==> config.mk <==
export PLATFORM = sky130hd
export DESIGN_NAME = rand_req_arbiter
export DESIGN_NICKNAME = d
export VERILOG_FILES = /design/src/rtl/rand_req_arbiter.sv
export SDC_FILE = /design/constraint.sdc
export NUM_CORES = 1
export LEC_CHECK = 0
export ABC_AREA = 1
export CAP_MARGIN = 20
export CORE_AREA = 3 3 66 68
export CTS_CLUSTER_SIZE = 12
export DETAILED_ROUTE_END_ITERATION = 16
export DIE_AREA = 0 0 69 71
export PLACE_DENSITY_LB_ADDON = 0.25
export SLEW_MARGIN = 20
export SYNTH_ARGS = -nofsm -noshare
export SYNTH_HDL_FRONTEND = slang
export SYNTH_SLANG_ARGS = --single-unit
==> constraint.sdc <==
create_clock -name clk -period 1.8 [get_ports clk]
set_input_delay 0.27 -clock clk [delete_from_list [all_inputs] [get_ports clk]]
set_output_delay 0.27 -clock clk [all_outputs]
set_load 0.05 [all_outputs]
==> src/rtl/rand_req_arbiter.sv <==
// rand_req_arbiter: round-robin arbiter sharing one 16-bit Galois LFSR among NREQ requesters,
// range-mapped to [MIN,MAX] by bounded rejection. Optional seed reload ports: RAND_SEED_LOAD_EN.
module rand_req_arbiter #(
  parameter int          NREQ      = 4,
  parameter int          MIN       = 0,
  parameter int          MAX       = 5,
  parameter logic [15:0] SEED      = 16'hACE1,
  parameter int          MAX_RETRY = 4
) (
  input  logic                    clk,
  input  logic                    reset,
  input  logic [NREQ-1:0]         req,
`ifdef RAND_SEED_LOAD_EN
  input  logic                    seed_load,
  input  logic [15:0]             seed,
`endif
  output logic [NREQ-1:0]         grant,
  output logic [NREQ-1:0]         done,
  output logic [31:0]             rnd_out,
  output logic [$clog2(NREQ)-1:0] rnd_id,
  output logic                    busy
);

  localparam int              IW      = $clog2(NREQ);
  localparam int              SPAN    = MAX - MIN;
  localparam int              RW      = $clog2(SPAN + 1);
  localparam int              TW      = (MAX_RETRY > 1) ? $clog2(MAX_RETRY) : 1;
  localparam logic [15:0]     TAPS    = 16'hB400;
  localparam logic [NREQ-1:0] ONE     = NREQ'(1);
  localparam logic [31:0]     SPAN32  = 32'(SPAN);
  localparam logic [31:0]     RANGE32 = 32'(SPAN + 1);
  localparam logic [31:0]     MIN32   = 32'(MIN);

  typedef enum logic [1:0] {S_IDLE, S_DRAW, S_DONE} state_e;

  state_e          state_q, state_d;
  logic [15:0]     lfsr_q, lfsr_d;
  logic [IW-1:0]   ptr_q, ptr_d;
  logic [IW-1:0]   idx_q, idx_d;
  logic [TW-1:0]   retry_q, retry_d;
  logic [NREQ-1:0] grant_q, grant_d;
  logic [NREQ-1:0] done_q, done_d;
  logic [31:0]     rnd_out_q, rnd_out_d;
  logic [IW-1:0]   rnd_id_q, rnd_id_d;
  logic [IW-1:0]   pick;
  logic [31:0]     sample;
  logic            accept;
  logic            last_try;

  // First requesting index at or after ptr, wrapping modulo NREQ.
  always_comb begin
    logic [IW-1:0] pos;
    // NOTE: every combinational output gets a default before any branch so no latch is inferred.
    pick = ptr_q;
    pos  = '0;
    for (int i = NREQ - 1; i >= 0; i--) begin
      pos = IW'((int'(ptr_q) + i) % NREQ);
      if (req[pos]) pick = pos;
    end
  end

  always_comb begin
    lfsr_d = {1'b0, lfsr_q[15:1]} ^ (lfsr_q[0] ? TAPS : 16'h0000);
`ifdef RAND_SEED_LOAD_EN
    if (seed_load) lfsr_d = (seed == 16'h0000) ? SEED : seed;
`endif
  end

  assign sample   = 32'(lfsr_q[RW-1:0]);
  assign accept   = (sample <= SPAN32);
  assign last_try = (retry_q == TW'(MAX_RETRY - 1));

  always_comb begin
    state_d   = state_q;
    ptr_d     = ptr_q;
    idx_d     = idx_q;
    retry_d   = retry_q;
    grant_d   = grant_q;
    done_d    = '0;
    rnd_out_d = rnd_out_q;
    rnd_id_d  = rnd_id_q;
    unique case (state_q)
      S_IDLE: begin
        if (|req) begin
          idx_d   = pick;
          grant_d = ONE << pick;
          retry_d = '0;
          state_d = S_DRAW;
        end
      end
      S_DRAW: begin
        // A withdrawn request aborts silently, leaving result and pointer untouched.
        if (!req[idx_q]) begin
          grant_d = '0;
          state_d = S_IDLE;
        end else if (accept || last_try) begin
          rnd_out_d = accept ? (sample + MIN32) : (sample - RANGE32 + MIN32);
          rnd_id_d  = idx_q;
          grant_d   = '0;
          done_d    = ONE << idx_q;
          state_d   = S_DONE;
        end else begin
          retry_d = retry_q + TW'(1);
        end
      end
      S_DONE: begin
        ptr_d   = (idx_q == IW'(NREQ - 1)) ? '0 : idx_q + IW'(1);
        state_d = S_IDLE;
      end
      default: state_d = S_IDLE;
    endcase
  end

  // NOTE: state registers use non-blocking assignments so every flop samples pre-edge values.
  always_ff @(posedge clk) begin
    if (reset) begin
      state_q   <= S_IDLE;
      lfsr_q    <= SEED;
      ptr_q     <= '0;
      idx_q     <= '0;
      retry_q   <= '0;
      grant_q   <= '0;
      done_q    <= '0;
      rnd_out_q <= '0;
      rnd_id_q  <= '0;
    end else begin
      state_q   <= state_d;
      lfsr_q    <= lfsr_d;
      ptr_q     <= ptr_d;
      idx_q     <= idx_d;
      retry_q   <= retry_d;
      grant_q   <= grant_d;
      done_q    <= done_d;
      rnd_out_q <= rnd_out_d;
      rnd_id_q  <= rnd_id_d;
    end
  end

  assign grant   = grant_q;
  assign done    = done_q;
  assign rnd_out = rnd_out_q;
  assign rnd_id  = rnd_id_q;
  assign busy    = (state_q != S_IDLE);

endmodule
==> metrics, run 1 <==
Post-CTS Hold Fix Bufs=0; pwr dens=815 nW/um^2; Layout fillers=342; Max Cap Viol=0; r2r endpoint=grant[0]; Levels on crit path=1; CP Cell Sequence=clkdlybuf4s50_1; Reg power frac=45.5%; Die Height=71 um; clk_lat worst skew=290 ps; GRT Util Overall=15.8%; Worst-path clk slew=70 ps; critical path class=reg2out; Slew @ Worst Pin=508 ps; CTS tree=done; Clk pwr share=34.6%; post-synth net total=239; Initial Utilization=44.9%; drt wl/cell=11.9 um; I/O Buffers=48; wirelength, routed=3690 um; share of post-route cells with drive strength above 1=27.6%; Post-Synthesis Cells=231; RR Startpoint=idx_q[0]; status=finished clean; DR iter-0 viols=94; Slowest cell on crit path=clkdlybuf4s50_1; Min Clock Period, post-route=1710 ps; fmax=0.585 GHz; Syn Std Cell Area=1760 sq um; crit-path leading delay family=buffers and inverters; sequential area share after synthesis=43.3%; synth warn=0; Avg Inst Size Synth=7.61 sq um; post-DP HPWL=2820 um; Register-to-Register Path Depth=8; final hold vios=0; switching power of the nets=0.605 mW; vias in the first global route=1333; Area Overhead vs Synth=43.3%; hold_ws=407 ps; internal power=1.45 mW; Final Skew=1.60 ps; WP data arrival=1440 ps; Critical path buffers and inverters=1; Clk Tree Root Cell=clkbuf_8; first-pass GRT wire length=6180 um; WHS Path Cells=2; CP Capture Type=output port; synth unique cells=23; H-tree Lvls=2; # diodes=0; Comb pwr share=19.9%; Max IR drop VDD=0.000757 V; Post-DRT Antenna Nets=0; Die ar.=4900 sq um; # setup viols final=0; Max Slew Vio Count=0; Final period util=94.9%; number of I/O pins=49; RSZ-0062 raised after global routing=no; worst-path fanout max=2; post-CTS setup buffers=0; initial antenna violation count=0; row cnt=23; Die W=69 um; Final #Nets=268; Setup crit start kind=flop; largest net degree at the start of global routing=26; DP Area=2410 sq um; worst min-delay path class=reg2reg; P_leak=1.12 nW; FF+latch count, synth=38; worst setup path endpoint=rnd_out[1]; Crit path largest cell delay=810 ps; Sink Count=38; Final Wtd Congestion=0.829; beginning of the worst hold path=lfsr_q[9]; required time worst endpoint=1530 ps; total CTS buffers=5; gr ovfl total=0; Via Count=1415; Reg2Reg Setup Slack=200 ps; Sw Share=29.4%; Setup crit start=rnd_out[1]; core area=3910 sq um; Max clock buf depth=2; drt drc=0; Vias/cell=4.55; Final Cell Area=2520 sq um; DR pass1 iterations=4; Post-CTS Resized=0; worst relative slew slack=66.0%
## power by group through the flow
| stage | Sequential [mW] | Clock (mW) | Combinational, mW |
|---|---|---|---|
| final | 0.935 | 0.710 | 0.408 |
| after global routing | 0.942 | 0.778 | 0.451 |
| after CTS | 0.935 | 0.740 | 0.411 |
| after detailed placement | 0.955 | 0 | 0.409 |
| after global placement | 0.952 | 0 | 0.401 |
| after floorplan | 1.01 | 0 | 0.244 |
## final cells by class
cell class	instances	area [sq um]	share of cell area [%]
repair buffers	55	826	32.8
flip-flops and latches	38	761	30.2
multi-input cells	131	641	25.4
inverters	29	116	4.62
clock buffers	5	68.8	2.73
well taps	50	62.6	2.48
clock inverters	3	45.0	1.79
## how the worst min path moves through the flow
stage / slack [ps] / end
2_1_floorplan: 350 / state_q[1]
3_3_place_gp: 390 / lfsr_q[14]
3_5_place_dp: 400 / lfsr_q[8]
4_1_cts: 410 / lfsr_q[8]
5_1_grt: 420 / lfsr_q[2]
6_report: 410 / lfsr_q[8]
## cell usage in the layout, fill, tap and decap left out, types with 2 or more instances in the layout
| master | synthesis | final |
|---|---|---|
| a21oi_1 | 16 | 16 |
| buf_12 | 0 | 30 |
| buf_4 | 29 | 10 |
| clkbuf_8 | 0 | 5 |
| clkdlybuf4s50_1 | 0 | 15 |
| clkinvlp_4 | 0 | 2 |
| dfxtp_1 | 38 | 38 |
| ha_1 | 2 | 2 |
| inv_1 | 26 | 26 |
| inv_2 | 2 | 2 |
| nand2_1 | 37 | 37 |
| nand2_2 | 13 | 13 |
| nand3_1 | 20 | 20 |
| nand4_1 | 2 | 2 |
| nor2_1 | 19 | 19 |
| nor2_2 | 3 | 3 |
| o21ai_0 | 8 | 8 |
| o21ai_1 | 2 | 2 |
| or2_2 | 4 | 4 |
## routing by layer
| metal | vias up | GRT usage (%) | share of wire, % |
|---|---|---|---|
| met4 | 0 | 6.51 | 0.57 |
| met3 | 2 | 4.97 | 4.1 |
| met1 | 632 | 17.4 | 42 |
| met2 | 26 | 28.3 | 53 |
| met5 | - | 0 | 0 |
| li1 | 755 | - | - |
## state kept, by name (all words and copies together), names as in the netlist
| signal | flops |
|---|---|
| grant | 4 |
| ptr_q | 2 |
| rnd_out | 4 |
| retry_q | 2 |
| done | 4 |
| rnd_id | 2 |
| state_q | 2 |
| lfsr_q | 16 |
| idx_q | 2 |
## kinds of logic (layout without fill, tap and decap cells)
family                     Yosys count  count (layout)  share of synthesized area [%]
DFF                                 38              38                           43.3
xor gates and xnor gates             1               1                          0.498
and+or+nand+nor                     99              99                           25.8
AOI/OAI and AO/OA                   29              29                           8.76
adders and majority gates            2               2                           1.42
buffers and inverters               62              92                           20.3
## worst reg2reg max path, stage by stage (launching register included)
cell and delay, ps:
dfxtp_1 540, a21oi_1 120, o21ai_1 160, nand3_1 160, nor2_2 160, nor2_1 70
o21ai_2 100, nand2_1 70, a21oi_1 150
## stage by stage
step                      utilization, %  power (mW)  cells  worst slack (ps)  setup TNS [ps]
after CTS                           64.4        2.09    311              63.8               0
after floorplan                        -        1.25    231               121               0
after detailed placement            61.5        1.36    303             -10.3           -11.8
final                               64.4        2.05    311              91.5               0
after global routing                64.4        2.17    311              20.3               0
after global placement              61.5        1.35    303              3.21               0
## cells in the mapped netlist, drive strengths merged
cell type	n	area, sq um
nand2	50	220
dfxtp	38	761
buf	30	229
inv	29	116
nor2	22	90.1
nand3	20	100
a21oi	16	80.1
o21ai	11	58.8
or2	4	25.0
clkbuf	3	11.3
ha	2	25.0
nand4	2	12.5
nor3	1	5.00
o211ai	1	7.51
o31ai	1	7.51
xnor2	1	8.76
Power figures use the tool's default switching activity.
==> run 2, diff against run 1 <==
- ABC_AREA: 1 -> default
- CORE_AREA: 3 3 66 68 -> 3 3 65 67
- DIE_AREA: 0 0 69 71 -> 0 0 68 70
- GPL_ROUTABILITY_DRIVEN: default -> 0
- SLEW_MARGIN: 20 -> 15
==> run 2 against run 1 <==
Compared with the run above:
- critical path depth unchanged
- final cell count decreased by 19%
- clock skew increased by 6.5 ps
- sequential cell count unchanged
- final area decreased by 1.9%
- synthesized cell count decreased by 27%
- via count decreased by 13%
- clock-buffer cell count increased by 1
- sequential power decreased by 2%
- total power decreased by 6.1%
- critical endpoint is now rnd_out[2]
==> metrics, run 2 <==
cell with the most instances after synthesis=dfxtp_1; P_leak=0.980 nW; post-DP HPWL=2780 um; required time worst endpoint=1530 ps; area leader, netlist=dfxtp_1; Max Slew Vio Count=0; Synth top area share=45.8%; # diodes=0; synth unique cells=41; largest reg by FF count=lfsr_q; Clk pwr share=37.0%; synth warn=0; worst min-delay path class=reg2reg; Post-DRT Antenna Nets=0; Comb pwr share=15.4%; sequential area share after synthesis=45.8%; wirelength, routed=3510 um; Area Overhead vs Synth=48.7%; synth top area cells=dfxtp_1 (46%), buf_4 (13%), nor2b_1 (4.1%); Syn Std Cell Area=1660 sq um; drt drc=0; Post-CTS Hold Fix Bufs=0; Avg Inst Size Synth=9.83 sq um; Max IR drop VDD=0.000683 V; FF+latch count, synth=38; most common cell after layout, fill and taps aside=dfxtp_1; I/O Buffers=48; vias in the first global route=1199; gr ovfl total=0; DP Area=2350 sq um; DR pass1 iterations=4; WP data arrival=1460 ps; number of I/O pins=49; Worst-path clk slew=70 ps; row cnt=22; Layout fillers=282; Final Skew=8.05 ps; GRT Util Overall=15.8%; pwr dens=780 nW/um^2; Slowest cell on crit path=clkdlybuf4s50_1; Final #Nets=211; Inst Count DP=244; Final Cell Area=2470 sq um; Sink Count=38; Critical path buffers and inverters=1; Die W=68 um; total CTS buffers=5; non-filler instance count after layout=251; Sw Share=24.2%; initial antenna violation count=0; Die Height=70 um; share of post-route cells with drive strength above 1=31.5%; # setup viols final=0; clk_lat worst skew=290 ps; Post-Synthesis Cells=169; Final period util=96.3%; Slew @ Worst Pin=508 ps; CP Cell Sequence=clkdlybuf4s50_1; final hold vios=0; Via Count=1238; Vias/cell=4.93; commonest cells after routing, fill and taps aside=dfxtp_1 (38), buf_12 (30), clkdlybuf4s50_1 (18); crit-path leading delay family=buffers and inverters; number of synthesized flops with an enable pin=0; post-CTS setup buffers=0; Initial Utilization=45.0%; Crit path largest cell delay=820 ps; status=finished clean; largest net degree at the start of global routing=30; post-layout util=67.0%; RSZ-0062 raised after global routing=no; Setup crit start kind=flop; Clk Tree Root Cell=clkbuf_8; H-tree Lvls=2; switching power of the nets=0.467 mW; CTS tree=done; Max Cap Viol=0; internal power=1.46 mW; Min Clock Period, post-route=1730 ps; worst relative slew slack=66.0%; max reg flops=16; drt wl/cell=14.0 um; fmax=0.577 GHz; Die ar.=4760 sq um; CP Capture Type=output port; core area=3690 sq um; DR iter-0 viols=38; Max clock buf depth=2; worst-path fanout max=2; async set-reset flop share out of synthesis=0%; post-synth net total=177; Reg power frac=47.6%; critical path class=reg2out; Synth Flop Type=dfxtp_1; most frequent cells after synthesis=dfxtp_1 (38), buf_4 (29), nor2_1 (15); first-pass GRT wire length=5670 um
==> run 2: path summary, 6_finish.rpt <==
| path | from | end | slack (ps) | cells past startpoint |
|---|---|---|---|---|
| setup / recovery | rnd_out[2] | rnd_out[2] | 70 | 1 |
| setup reg to reg | retry_q[0] | rnd_out[1] | 190 | 6 |
| hold reg to reg | lfsr_q[8] | lfsr_q[7] | 410 | 1 |
| hold / removal | lfsr_q[8] | lfsr_q[7] | 410 | 1 |
==> run 2: cell families after synthesis <==
family | Yosys count | synth area share (%)
AOI/OAI and AO/OA | 24 | 10.8
and+or+nand+nor | 59 | 20.6
adders and majority gates | 2 | 1.51
DFF | 38 | 45.8
buffers and inverters | 37 | 15.4
xor gates and xnor gates | 3 | 1.58
muxes | 6 | 4.37
==> run 2: per-stage QoR <==
stage                     worst slack (ps)  TNS [ps]  total power, mW  hold WS [ps]
after global routing                  16.8         0             2.01           420
after floorplan                        127         0             1.13           389
after global placement                -112     -1260             1.22           395
after detailed placement              -206     -2110             1.23           396
final                                 67.2         0             1.93           413
after CTS                             42.5         0             1.94           416
==> run 2: final cells by class <==
cell class,instances,area [sq um],share of cell area (%)
repair buffers,60,871,35.2
flip-flops and latches,38,761,30.8
multi-input cells,94,652,26.4
clock buffers,6,82.6,3.34
well taps,48,60.1,2.43
clock inverters,1,30.0,1.22
inverters,4,15.0,0.608
==> run 2: what timing repair did <==
action                     4_1_cts  5_1_grt
gates resized for setup          0        1
hold endpoints to repair         0        0
setup endpoints to repair        0        1
==> run 2: routing by layer <==
layer  track usage (%)  up-vias  wire (um)
li1                  -      617          -
met2              25.4       46       1650
met4              7.28        0         80
met3              5.47        9        265
met5                 0        -          0
met1              18.3      566       1510
==> run 2: power groups by stage <==
stage | combinational [mW] | clock (mW) | sequential (mW)
finish | 0.297 | 0.713 | 0.918
global route | 0.324 | 0.763 | 0.925
CTS | 0.298 | 0.727 | 0.918
detailed placement | 0.296 | 0 | 0.937
global placement | 0.283 | 0 | 0.935
floorplan | 0.162 | 0 | 0.967
